`config.mk`:
```
export PLATFORM = sky130hd
export DESIGN_NAME = chi_tx_link_ctrl_flat
export DESIGN_NICKNAME = d
export VERILOG_FILES = /design/src/rtl/chi_tx_link_ctrl_if.sv /design/src/rtl/chi_tx_link_ctrl.sv /design/src/flat_wrapper.sv
export SDC_FILE = /design/constraint.sdc
export NUM_CORES = 1
export LEC_CHECK = 0
export BUFFER_PORTS_ARGS = -buffer_cell sky130_fd_sc_hd__buf_2
export CORE_MARGIN = 2
export CORE_UTILIZATION = 46
export CTS_CLUSTER_DIAMETER = 100
export DETAILED_ROUTE_END_ITERATION = 6
export GPL_TIMING_DRIVEN = 1
export PLACE_DENSITY = 0.8
export SYNTH_ARGS = -nofsm -noshare
export SYNTH_HDL_FRONTEND = slang
export SYNTH_SLANG_ARGS = --single-unit
```
`constraint.sdc`:
```
create_clock -name clk -period 2.55 [get_ports clk]
set_input_delay 0.51 -clock clk [delete_from_list [all_inputs] [get_ports clk]]
set_output_delay 0.51 -clock clk [all_outputs]
set_load 0.02 [all_outputs]
```
`src/rtl/chi_tx_link_ctrl_if.sv`:
```
// Signal bundle between the bridge flit buffer, the TX link controller and the CHI TX pins.
// The master modport is the controller's view; slave is the mirror seen by its surroundings.
interface chi_tx_link_ctrl_if #(
    parameter int FLIT_WIDTH = 64
);
    logic                  in_valid;
    logic                  in_ready;
    logic [FLIT_WIDTH-1:0] in_flit;
    logic                  txlinkactivereq;
    logic                  txlinkactiveack;
    logic                  txlcrdv;
    logic                  txflitpend;
    logic                  txflitv;
    logic [FLIT_WIDTH-1:0] txflit;
    logic                  link_flit;

    modport master (
        input  in_valid, in_flit, txlinkactiveack, txlcrdv,
        output in_ready, txlinkactivereq, txflitpend, txflitv, txflit, link_flit
    );

    modport slave (
        output in_valid, in_flit, txlinkactiveack, txlcrdv,
        input  in_ready, txlinkactivereq, txflitpend, txflitv, txflit, link_flit
    );
endinterface

```
`src/rtl/chi_tx_link_ctrl.sv`:
```
// CHI TX channel link-layer controller: TXLINKACTIVE handshake, L-credit tracking,
// credit-gated flit issue and credit return with link flits during deactivation.
module chi_tx_link_ctrl #(
    parameter int FLIT_WIDTH  = 64,
    parameter int MAX_CREDITS = 15,
    parameter int CRD_W       = 4
) (
    input  logic                clk,
    input  logic                resetn,
    input  logic                link_en,
    chi_tx_link_ctrl_if.master  bus,
    output logic [1:0]          link_state,
    output logic [CRD_W-1:0]    credit_cnt,
    output logic                proto_err
);

    typedef enum logic [1:0] {
        ST_STOP       = 2'd0,
        ST_ACTIVATE   = 2'd1,
        ST_RUN        = 2'd2,
        ST_DEACTIVATE = 2'd3
    } state_e;

    state_e                state_q, state_d;
    logic [CRD_W-1:0]      crd_q, crd_d;
    logic                  err_q, err_d;
    logic                  req_q, req_d;
    logic                  pend_q, pend_d;
    logic                  flitv_q, flitv_d;
    logic                  link_flit_q, link_flit_d;
    logic [FLIT_WIDTH-1:0] flit_q, flit_d;

    logic have_crd;
    logic accept;
    logic ret;
    logic crd_inc;
    logic crd_dec;
    logic crd_full;

    assign have_crd = (crd_q != '0);
    assign accept   = bus.in_valid && (state_q == ST_RUN) && have_crd;
    assign ret      = (state_q == ST_DEACTIVATE) && have_crd;
    assign crd_dec  = accept || ret;
    assign crd_inc  = bus.txlcrdv && (state_q != ST_STOP);
    assign crd_full = (crd_q == CRD_W'(MAX_CREDITS));

    always_comb begin
        // NOTE: every signal gets its default first so no path through the case leaves it unassigned (no latch).
        state_d     = state_q;
        crd_d       = crd_q;
        err_d       = err_q;
        flitv_d     = crd_dec;
        link_flit_d = ret;
        flit_d      = accept ? bus.in_flit : flit_q;

        unique case (state_q)
            ST_STOP:       if (link_en && !bus.txlinkactiveack) state_d = ST_ACTIVATE;
            ST_ACTIVATE:   if (bus.txlinkactiveack)             state_d = ST_RUN;
            ST_RUN:        if (!link_en)                        state_d = ST_DEACTIVATE;
            // A credit arriving on the last cycle must be returned before STOP, so it blocks the exit too.
            ST_DEACTIVATE: if (!bus.txlinkactiveack && !have_crd && !crd_inc && !crd_dec)
                               state_d = ST_STOP;
            default:       state_d = ST_STOP;
        endcase

        if (crd_inc && !crd_dec) begin
            if (!crd_full) crd_d = crd_q + CRD_W'(1);
        end else if (crd_dec && !crd_inc) begin
            crd_d = crd_q - CRD_W'(1);
        end

        if (bus.txlcrdv && (state_q == ST_STOP))            err_d = 1'b1;
        if (crd_inc && !crd_dec && crd_full)                 err_d = 1'b1;
        if ((state_q == ST_RUN) && !bus.txlinkactiveack)     err_d = 1'b1;

        req_d  = (state_d == ST_ACTIVATE) || (state_d == ST_RUN);
        pend_d = (state_d == ST_RUN) || (state_d == ST_DEACTIVATE);
    end

    always_ff @(posedge clk) begin
        // NOTE: non-blocking updates so every flop samples the same pre-edge values.
        if (!resetn) begin
            state_q     <= ST_STOP;
            crd_q       <= '0;
            err_q       <= 1'b0;
            req_q       <= 1'b0;
            pend_q      <= 1'b0;
            flitv_q     <= 1'b0;
            link_flit_q <= 1'b0;
            flit_q      <= '0;
        end else begin
            state_q     <= state_d;
            crd_q       <= crd_d;
            err_q       <= err_d;
            req_q       <= req_d;
            pend_q      <= pend_d;
            flitv_q     <= flitv_d;
            link_flit_q <= link_flit_d;
            flit_q      <= flit_d;
        end
    end

    assign bus.in_ready        = (state_q == ST_RUN) && have_crd;
    assign bus.txlinkactivereq = req_q;
    assign bus.txflitpend      = pend_q;
    assign bus.txflitv         = flitv_q;
    assign bus.txflit          = flit_q;
    assign bus.link_flit       = link_flit_q;
    assign link_state          = state_q;
    assign credit_cnt          = crd_q;
    assign proto_err           = err_q;

endmodule
```
`src/flat_wrapper.sv`:
```
// flat-port wrapper written by rule: the top's interface ports become plain ports
module chi_tx_link_ctrl_flat 
#(
    parameter int FLIT_WIDTH  = 64,
    parameter int MAX_CREDITS = 15,
    parameter int CRD_W       = 4
)
  (clk, resetn, link_en, link_state, credit_cnt, proto_err, bus_in_valid, bus_in_flit, bus_txlinkactiveack, bus_txlcrdv, bus_in_ready, bus_txlinkactivereq, bus_txflitpend, bus_txflitv, bus_txflit, bus_link_flit);
  chi_tx_link_ctrl_if #(.FLIT_WIDTH(FLIT_WIDTH)) bus_i ();
  input  logic clk;
  input  logic resetn;
  input  logic link_en;
  output logic [1:0] link_state;
  output logic [CRD_W-1:0] credit_cnt;
  output logic proto_err;
  input wire logic [$bits(bus_i.in_valid)-1:0] bus_in_valid;
  input wire logic [$bits(bus_i.in_flit)-1:0] bus_in_flit;
  input wire logic [$bits(bus_i.txlinkactiveack)-1:0] bus_txlinkactiveack;
  input wire logic [$bits(bus_i.txlcrdv)-1:0] bus_txlcrdv;
  output wire logic [$bits(bus_i.in_ready)-1:0] bus_in_ready;
  output wire logic [$bits(bus_i.txlinkactivereq)-1:0] bus_txlinkactivereq;
  output wire logic [$bits(bus_i.txflitpend)-1:0] bus_txflitpend;
  output wire logic [$bits(bus_i.txflitv)-1:0] bus_txflitv;
  output wire logic [$bits(bus_i.txflit)-1:0] bus_txflit;
  output wire logic [$bits(bus_i.link_flit)-1:0] bus_link_flit;
  assign bus_i.in_valid = bus_in_valid;
  assign bus_i.in_flit = bus_in_flit;
  assign bus_i.txlinkactiveack = bus_txlinkactiveack;
  assign bus_i.txlcrdv = bus_txlcrdv;
  assign bus_in_ready = bus_i.in_ready;
  assign bus_txlinkactivereq = bus_i.txlinkactivereq;
  assign bus_txflitpend = bus_i.txflitpend;
  assign bus_txflitv = bus_i.txflitv;
  assign bus_txflit = bus_i.txflit;
  assign bus_link_flit = bus_i.link_flit;
  chi_tx_link_ctrl #(.FLIT_WIDTH(FLIT_WIDTH), .MAX_CREDITS(MAX_CREDITS), .CRD_W(CRD_W)) u_core (.clk(clk), .resetn(resetn), .link_en(link_en), .bus(bus_i), .link_state(link_state), .credit_cnt(credit_cnt), .proto_err(proto_err));
endmodule
```
# Yosys cells after proc, flatten, opt, wreduce, memory -nomap -nowiden
# Cells that the tools add are included.
[totals] inputBits=70 reg_bits=75 elab_cells=56
[classes] muxes=11 addsub=2 reduce_logical=27 n_eq_ne=8
[ops] operator="1-bit logical AND" n=14
[ops] operator="4-bit 2-to-1 mux" n=3
[ops] operator="2-bit equality test, second input constant" n=4
[ops] operator="2-bit 2-to-1 mux" n=4
[ops] operator="2-bit one-hot mux with 4 select lines" n=1
[ops] operator="4-bit by 1-bit adder with 4-bit output, second input constant" n=1
[ops] operator="2-bit by 1-bit equality test with 1-bit output, second input constant" n=2
[ops] operator="4-bit equality test, second input constant" n=1
[ops] operator="1-bit logical NOT" n=4
[ops] operator="2-bit nonzero test" n=2
[ops] operator="4-bit nonzero test" n=1
[ops] operator="4-bit by 1-bit subtractor with 4-bit output, second input constant" n=1
[ops] operator="1-bit logical OR" n=3
[ops] operator="1-bit 2-to-1 mux" n=3
[ops] operator="3-bit nonzero test" n=1
[ops] operator="2-bit logical NOT" n=1
[ops] operator="2-bit != test, second input constant" n=1
[ops] operator="2-bit AND reduction" n=1

# Longest topological paths before layout
# Gate-level depths: netlist of the first run.
[logic_depth] ltp_word=10 ltp_mapped=9 mapped_depth_nobuf=8

# Least setup slack after synthesis of the first run
# OpenSTA, ideal clock, no wires.
[synth_path] path_type="flip-flop to flip-flop" from="register u_core.crd_q[0], in the netlist u_core.credit_cnt[0]" to="register u_core.crd_q[3], in the netlist u_core.credit_cnt[3]" n_path_buf=0 arrival_time_ns=2.259 synth_period_minus_slack_ns=2.324 path_slack_ns=0.226 stages_incl_launch_ff=9 required_time_ns=2.484 path_cell_list="dfxtp_1 o41ai_2 o221ai_2 ha_1 a21o_1 a21oi_1 xor2_1 or3_1 a21boi_2"
[synth_via] elab_chain_len=7 elab_cells_between_ends=16
[synth_lines] item="from (decl)" line_no="chi_tx_link_ctrl.sv:25" source="logic [CRD_W-1:0] crd_q, crd_d;"
[synth_lines] item="from (signal assigned)" line_no="chi_tx_link_ctrl.sv:93" source="crd_q <= crd_d;"
[synth_lines] item="4-bit nonzero test" line_no="chi_tx_link_ctrl.sv:40" source="assign have_crd = (crd_q != '0);"
[synth_lines] item="1-bit logical AND (on tied branches)" line_no="chi_tx_link_ctrl.sv:41, chi_tx_link_ctrl.sv:42"
[synth_lines] item="1-bit logical OR" line_no="chi_tx_link_ctrl.sv:43" source="assign crd_dec = accept || ret;"
[synth_lines] item="1-bit logical NOT" line_no="chi_tx_link_ctrl.sv:66" source="if (crd_inc && !crd_dec) begin"
[synth_lines] item="1-bit logical AND" line_no="chi_tx_link_ctrl.sv:66"
[synth_lines] item="2-bit != test (no line) or 2-bit nonzero test (tied branches)"
[synth_lines] item="2-bit AND reduction (no line)"
# Several ways; a longest one is shown, not always the timed one. The select of a mux whose other input is x is not followed.
# A chain may end at the register's enable or synchronous reset.

# Worst setup path in the final report of the first run
# Ends and elaborated chain as after synthesis.

==> impl_metrics.py, run 1 <==
metrics = {
    "floorplanning": {
        "die_width_um": 84.6,
        "height_of_the_chip_um": 84.6,
        "placementRows": 29,
        "die_area_um2": 7160,
        "start_util": 0.473,
        "core-area_um2": 6310,
        "num_io_pins": 146,
    },
    "logic_synthesis": {
        "synth_top_area_cell": "sky130_fd_sc_hd__dfxtp_1",
        "syn_nets": 414,
        "yosys.cell_count.top_type": "sky130_fd_sc_hd__nand2_1",
        "yosys.area.top_type_share": 0.502,
        "top_post_synthesis_cells_by_area": "sky130_fd_sc_hd__dfxtp_1 (50%), sky130_fd_sc_hd__a21boi_0 (16%), sky130_fd_sc_hd__nand2_1 (16%), sky130_fd_sc_hd__buf_2 (2.5%), sky130_fd_sc_hd__ha_1 (1.3%)",
        "synth_enable_flop_cells": 0,
        "share_of_async_settable_or_async_resettable_flops_after_synthesis": 0,
        "prevailing_post_synth_register_cell": "sky130_fd_sc_hd__dfxtp_1",
        "number_of_synthesis_warnings": 0,
        "yosys-top-cells-count": "sky130_fd_sc_hd__nand2_1 (128), sky130_fd_sc_hd__dfxtp_1 (75), sky130_fd_sc_hd__a21boi_0 (65)",
        "syn_area_per_cell_um2": 8.79,
        "synthesis.area_um2": 2990,
        "synth.lib_cells_used.distinct": 36,
        "synthCells": 340,
        "yosys_register_bits": 75,
        "synth_sequential_area_ratio": 0.502,
    },
    "finish": {
        "antenna-diode-count": 0,
        "synthToLayoutAreaGrowth_pct": 35.1,
        "final_net_count": 553,
        "post_route_cells_drive_above_1_share": 0.364,
        "fin_area_um2": 4040,
    },
    "clocking": {
        "tritoncts": "yes",
        "cts_num_sinks": 75,
        "post_cts_buffers": 0,
        "cts.clk_slew.worst_paths_ns": 0.08,
        "cts_hold_repair.buffers": 0,
        "clkLatencyLatePin_ns": 0.33,
        "cts_resized": 0,
        "clockBufferDepth": 2,
        "clock_tree.htree_level_count": 3,
        "cts_made_buffers": 9,
        "clock_tree.root_cell": "sky130_fd_sc_hd__clkbuf_8",
    },
    "timing": {
        "fmaxAchievable_ghz": 0.411,
        "timing.final.crit_share": 0.955,
        "grt_setup_unrepaired": "false",
        "clock_skew_ns": 0.00691,
        "timing_worst_slew_pin_value_ns": 0.580,
        "slew_headroom": 0.613,
        "finalMaxSlewViolations": 0,
        "totalNegativeSetupSlack_ns": 0,
        "period_needed_ns": 2.44,
        "setup_viol_count_final": 0,
        "hold_viol_final": 0,
    },
    "placement": {
        "detail_placement_hpwl_mm": 5.00,
        "gp_routability_congestion": 0.890,
        "placement.cell_area_um2": 3780,
        "io_buffers": 145,
    },
    "detailed_routing": {
        "final_antenna_net_count": 0,
        "total_routed_wirelength_mm": 7.14,
        "drt_drc_violations_left": 0,
        "wl_per_cell_um": 12.7,
        "num_vias": 2732,
        "detail_route.first_pass.iterations": 4,
        "drt-initial-drc-count": 77,
        "vias_per_cell": 4.87,
    },
    "critical_path": {
        "crit_path_end_kind": "register",
        "cp_slowest_stage_delay_ns": 0.47,
        "path_class": "reg -> reg",
        "critical_path.max_fanout": 9,
        "sort_of_element_at_the_start_of_the_critical_path": "register",
        "timing.critical_path.slowest_stage_cell": "sky130_fd_sc_hd__o41ai_2",
        "required_time_of_the_critical_path_ns": 2.82,
        "crit_path_cell_trace": "o41ai_2, o221ai_2, ha_1, a21o_1, a21oi_1, xor2_1, or3_1, a21boi_2",
        "data_arrival_at_the_endpoint_of_the_critical_path_ns": 2.71,
    },
    "pwr": {
        "power.sequential.fraction": 0.465,
        "switching_power_w": 0.000575,
        "cell_internal_pwr_w": 0.00203,
        "cellLeakagePower_nw": 1.80,
        "power.clock.fraction": 0.447,
        "switching_share": 0.220,
        "p_comb_frac": 0.088,
        "power_density_nw_per_um2": 646,
        "max-vdd-ir-drop_mv": 0.356,
    },
    "global_routing": {
        "global_route.peak_usage_layer": "met2",
        "vias_in_the_first_global_route": 2595,
        "pin_count_of_the_biggest_net_entering_global_routing": 40,
        "groute.layer.met1.usage": 0.223,
        "grt_overflow_total": 0,
        "antenna_found_initial": 0,
        "grt.total_usage": 0.201,
        "grt_first_pass_wirelength_mm": 11.5,
        "gr-usage-met3": 0.0669,
        "groute.layer.met2.usage": 0.356,
    },
    "outcome": {
        "status": "complete, no violations",
    },
    "min_path": {
        "timing.hold.worst.class": "in -> reg",
    },
    "job": {
        "maxCapViolCount": 0,
    },
}
metal layers:
metal,routed length [um],vias up
met5,0,-
met4,166,0
met3,393,16
li1,-,1392
met1,3070,1247
met2,3510,77
worst max-delay path: cells and delay by family (launching register included):
family | cells | cell delay [ns]
and+or+nand+nor | 1 | 0.33
AOI/OAI and AO/OA | 5 | 1.18
DFF | 1 | 0.43
adders and majority gates | 1 | 0.33
xor gates and xnor gates | 1 | 0.09
through the flow:
stage | hold WS, ns | power, W | cells | util | worst slack [ns]
3_5_place_dp | 0.452 | 0.00147 | 545 | 0.598 | 0.135
6_report | 0.409 | 0.00261 | 561 | 0.640 | 0.114
3_3_place_gp | 0.446 | 0.00146 | 545 | 0.598 | 0.224
2_1_floorplan | 0.539 | 0.00137 | 340 | - | 0.226
5_1_grt | 0.391 | 0.00272 | 561 | 0.640 | 0.0312
4_1_cts | 0.392 | 0.00264 | 561 | 0.640 | 0.104
power by group through the flow:
stage / Combinational (W) / Sequential [W] / Clock (W)
finish: 0.000229 / 0.00121 / 0.00117
global route: 0.000250 / 0.00122 / 0.00125
CTS: 0.000231 / 0.00121 / 0.00119
detailed placement: 0.000229 / 0.00124 / 0
global placement: 0.000227 / 0.00124 / 0
floorplan: 0.000108 / 0.00126 / 0
cell usage in the layout, fill, tap and decap left out, types with 2 or more instances in the layout:
master / instances
sky130_fd_sc_hd__a21boi_0: 65
sky130_fd_sc_hd__a21oi_1: 2
sky130_fd_sc_hd__and2_1: 2
sky130_fd_sc_hd__buf_12: 2
sky130_fd_sc_hd__buf_2: 145
sky130_fd_sc_hd__buf_4: 4
sky130_fd_sc_hd__bufinv_16: 3
sky130_fd_sc_hd__clkbuf_8: 12
sky130_fd_sc_hd__dfxtp_1: 75
sky130_fd_sc_hd__ha_1: 3
sky130_fd_sc_hd__inv_1: 2
sky130_fd_sc_hd__mux2i_1: 2
sky130_fd_sc_hd__nand2_1: 128
sky130_fd_sc_hd__nand2b_1: 3
sky130_fd_sc_hd__nor2_1: 4
sky130_fd_sc_hd__nor2b_1: 4
sky130_fd_sc_hd__nor3b_1: 2
sky130_fd_sc_hd__o31a_1: 2
sky130_fd_sc_hd__xor2_1: 2
flip-flops by register name (all words and copies together) (netlist names):
register and cells:
u_core.bus.txflitv 1, u_core.credit_cnt 4, u_core.proto_err 1, u_core.bus.txflit 64
u_core.bus.link_flit 1, u_core.bus.txflitpend 1, u_core.link_state 2, u_core.bus.txlinkactivereq 1
final cells by class:
cell class	count	area [um^2]
multi-input cells	240	1380
clock buffers	12	165
repair buffers	151	796
well taps	77	96.3
inverters	2	7.51
clock inverters	4	95.1
fillers	585	2280
flip-flops and latches	75	1500
path summary, 6_finish.rpt:
path	startpoint	to	slack (ns)	cells past startpoint
setup reg to reg	u_core.credit_cnt[0]$_SDFFE_PN0P_	u_core.credit_cnt[3]$_SDFFE_PN0P_	0.11	8
hold / removal	bus_in_flit[32]	u_core.bus.txflit[32]$_SDFFE_PN0P_	0.41	3
setup / recovery	u_core.credit_cnt[0]$_SDFFE_PN0P_	u_core.credit_cnt[3]$_SDFFE_PN0P_	0.11	8
hold reg to reg	u_core.bus.txflit[13]$_SDFFE_PN0P_	u_core.bus.txflit[13]$_SDFFE_PN0P_	0.46	2
logic make-up after synthesis:
kind of cell / after synthesis / share of synthesized area
DFF: 75 / 0.502
AOI/OAI and AO/OA: 79 / 0.211
muxes: 2 / 0.00670
and+or+nand+nor: 152 / 0.214
adders and majority gates: 4 / 0.0193
buffers and inverters: 25 / 0.0377
xor gates and xnor gates: 3 / 0.00879
(Power assumes the default switching activity.)
==> run 2, diff against run 1 <==
--- a/config.mk
+++ b/config.mk
@@ -7,11 +7,10 @@
 export LEC_CHECK = 0
 export BUFFER_PORTS_ARGS = -buffer_cell sky130_fd_sc_hd__buf_2
 export CORE_MARGIN = 2
-export CORE_UTILIZATION = 46
+export CORE_UTILIZATION = 35
 export CTS_CLUSTER_DIAMETER = 100
 export DETAILED_ROUTE_END_ITERATION = 6
 export GPL_TIMING_DRIVEN = 1
-export PLACE_DENSITY = 0.8
 export SYNTH_ARGS = -nofsm -noshare
 export SYNTH_HDL_FRONTEND = slang
 export SYNTH_SLANG_ARGS = --single-unit
==> impl_metrics.py, run 2 (synthesis results as in run 1) <==
metrics = {
    "timing": {
        "grt_setup_unrepaired": "false",
        "timing.final.crit_share": 0.918,
        "clock_skew_ns": 0.00897,
        "timing_worst_slew_pin_value_ns": 0.654,
        "fmaxAchievable_ghz": 0.427,
        "finalMaxSlewViolations": 0,
        "slew_headroom": 0.564,
        "totalNegativeSetupSlack_ns": 0,
        "period_needed_ns": 2.34,
        "hold_viol_final": 0,
        "setup_viol_count_final": 0,
    },
    "critical_path": {
        "path_class": "reg -> reg",
        "r2r_setup_slack_ns": 0.21,
        "cpLargestDelayFamily": "compound AO/OA/AOI/OAI gates",
        "crit_path_end_kind": "register",
        "data_arrival_at_the_endpoint_of_the_critical_path_ns": 2.62,
        "cp_slowest_stage_delay_ns": 0.48,
        "sort_of_element_at_the_start_of_the_critical_path": "register",
        "crit_path_cell_trace": "o41ai_2, o221ai_2, ha_1, a21o_1, a21oi_1, xor2_1, or3_1, a21boi_2",
        "timing.critical_path.slowest_stage_cell": "sky130_fd_sc_hd__o41ai_2",
        "critical_path.n_buffers_inverters": 0,
        "critical_path.max_fanout": 8,
        "required_time_of_the_critical_path_ns": 2.83,
    },
    "global_routing": {
        "grt.total_usage": 0.158,
        "vias_in_the_first_global_route": 2522,
        "grt_overflow_total": 0,
        "grt_first_pass_wirelength_mm": 11.5,
        "antenna_found_initial": 0,
        "pin_count_of_the_biggest_net_entering_global_routing": 41,
    },
    "pwr": {
        "cellLeakagePower_nw": 1.76,
        "switching_power_w": 0.000592,
        "max-vdd-ir-drop_mv": 0.256,
        "switching_share": 0.260,
        "p_comb_frac": 0.107,
        "power.sequential.fraction": 0.531,
        "power.clock.fraction": 0.363,
        "cell_internal_pwr_w": 0.00168,
        "power_density_nw_per_um2": 567,
    },
    "floorplanning": {
        "die_area_um2": 9300,
        "core-area_um2": 8260,
        "start_util": 0.362,
        "num_io_pins": 146,
        "height_of_the_chip_um": 96.4,
        "die_width_um": 96.4,
        "placementRows": 33,
    },
    "clocking": {
        "clockBufferDepth": 2,
        "clock_tree.htree_level_count": 3,
        "clkLatencyLatePin_ns": 0.34,
        "cts_hold_repair.buffers": 0,
        "clock_tree.root_cell": "sky130_fd_sc_hd__clkbuf_8",
        "post_cts_buffers": 0,
        "cts_resized": 0,
        "cts.clk_slew.worst_paths_ns": 0.08,
        "tritoncts": "yes",
        "cts_num_sinks": 75,
        "cts_made_buffers": 9,
    },
    "finish": {
        "layout_common_cells": "sky130_fd_sc_hd__buf_2 (145), sky130_fd_sc_hd__nand2_1 (128), sky130_fd_sc_hd__dfxtp_1 (75), sky130_fd_sc_hd__a21boi_0 (65), sky130_fd_sc_hd__clkbuf_8 (10)",
        "antenna-diode-count": 0,
        "final_net_count": 556,
        "post_route_cells_drive_above_1_share": 0.368,
        "layout_commonest_cell": "sky130_fd_sc_hd__buf_2",
        "fill_cells": 864,
        "fin_area_um2": 4010,
        "synthToLayoutAreaGrowth_pct": 34.3,
        "largest_register_ff_count": 64,
        "instances_no_fill": 592,
    },
    "placement": {
        "detail_placement_hpwl_mm": 5.13,
        "placement.cell_area_um2": 3830,
        "gp_routability_congestion": 0.815,
        "io_buffers": 145,
        "numPlacedInstances": 576,
    },
    "job": {
        "maxCapViolCount": 0,
    },
    "min_path": {
        "timing.hold.worst.class": "in -> reg",
    },
    "detailed_routing": {
        "drt-initial-drc-count": 60,
        "wl_per_cell_um": 12.4,
        "vias_per_cell": 4.58,
        "num_vias": 2713,
        "total_routed_wirelength_mm": 7.37,
        "drt_drc_violations_left": 0,
        "detail_route.first_pass.iterations": 4,
        "final_antenna_net_count": 0,
    },
    "outcome": {
        "status": "complete, no violations",
    },
}
## run 2: metal layers
| metal | global-route usage | vias up | part of all wire |
|---|---|---|---|
| li1 | - | 1404 | - |
| met1 | 0.195 | 1217 | 0.47 |
| met2 | 0.259 | 84 | 0.44 |
| met3 | 0.0458 | 8 | 0.076 |
| met4 | 0.0669 | 0 | 0.013 |
| met5 | 0 | - | 0 |
## run 2: tightest hold or removal path, cell delays in order
cell	delay, ns
sky130_fd_sc_hd__buf_2	0.09
sky130_fd_sc_hd__nand2_1	0.04
sky130_fd_sc_hd__a21boi_0	0.06
## run 2: power by group through the flow
| stage | clock (W) | combinational [W] | sequential, W |
|---|---|---|---|
| finish | 0.000825 | 0.000243 | 0.00121 |
| global route | 0.000911 | 0.000270 | 0.00121 |
| CTS | 0.000859 | 0.000246 | 0.00121 |
| detailed placement | 0 | 0.000245 | 0.00124 |
| global placement | 0 | 0.000241 | 0.00123 |
| floorplan | 0 | 0.000108 | 0.00126 |
## run 2: area by class of cell
type                            count  area [um^2]  area share
Multi-Input combinational cell    240         1380       0.343
Inverter                            2         7.51     0.00187
Clock inverter                      6         41.3      0.0103
Clock buffer                       10          138      0.0343
Timing Repair Buffer              154          818       0.204
Tap cell                          105          131      0.0327
Sequential cell                    75         1500       0.374
## run 2: per-stage QoR
| stage | utilization | hold slack, ns | total power [W] | setup WS (ns) |
|---|---|---|---|---|
| finish | 0.486 | 0.403 | 0.00228 | 0.209 |
| detailed placement | 0.464 | 0.454 | 0.00148 | 0.224 |
| floorplan | - | 0.539 | 0.00137 | 0.226 |
| global placement | 0.464 | 0.447 | 0.00147 | 0.328 |
| global route | 0.486 | 0.392 | 0.00239 | 0.107 |
| CTS | 0.486 | 0.386 | 0.00231 | 0.209 |
## run 2: final timing paths
kind,cells after the start,from,endpoint
setup / recovery,8,u_core.credit_cnt[3]$_SDFFE_PN0P_,u_core.credit_cnt[3]$_SDFFE_PN0P_
hold / removal,3,bus_in_flit[59],u_core.bus.txflit[59]$_SDFFE_PN0P_
setup reg to reg,8,u_core.credit_cnt[3]$_SDFFE_PN0P_,u_core.credit_cnt[3]$_SDFFE_PN0P_
hold reg to reg,2,u_core.bus.txflit[60]$_SDFFE_PN0P_,u_core.bus.txflit[60]$_SDFFE_PN0P_
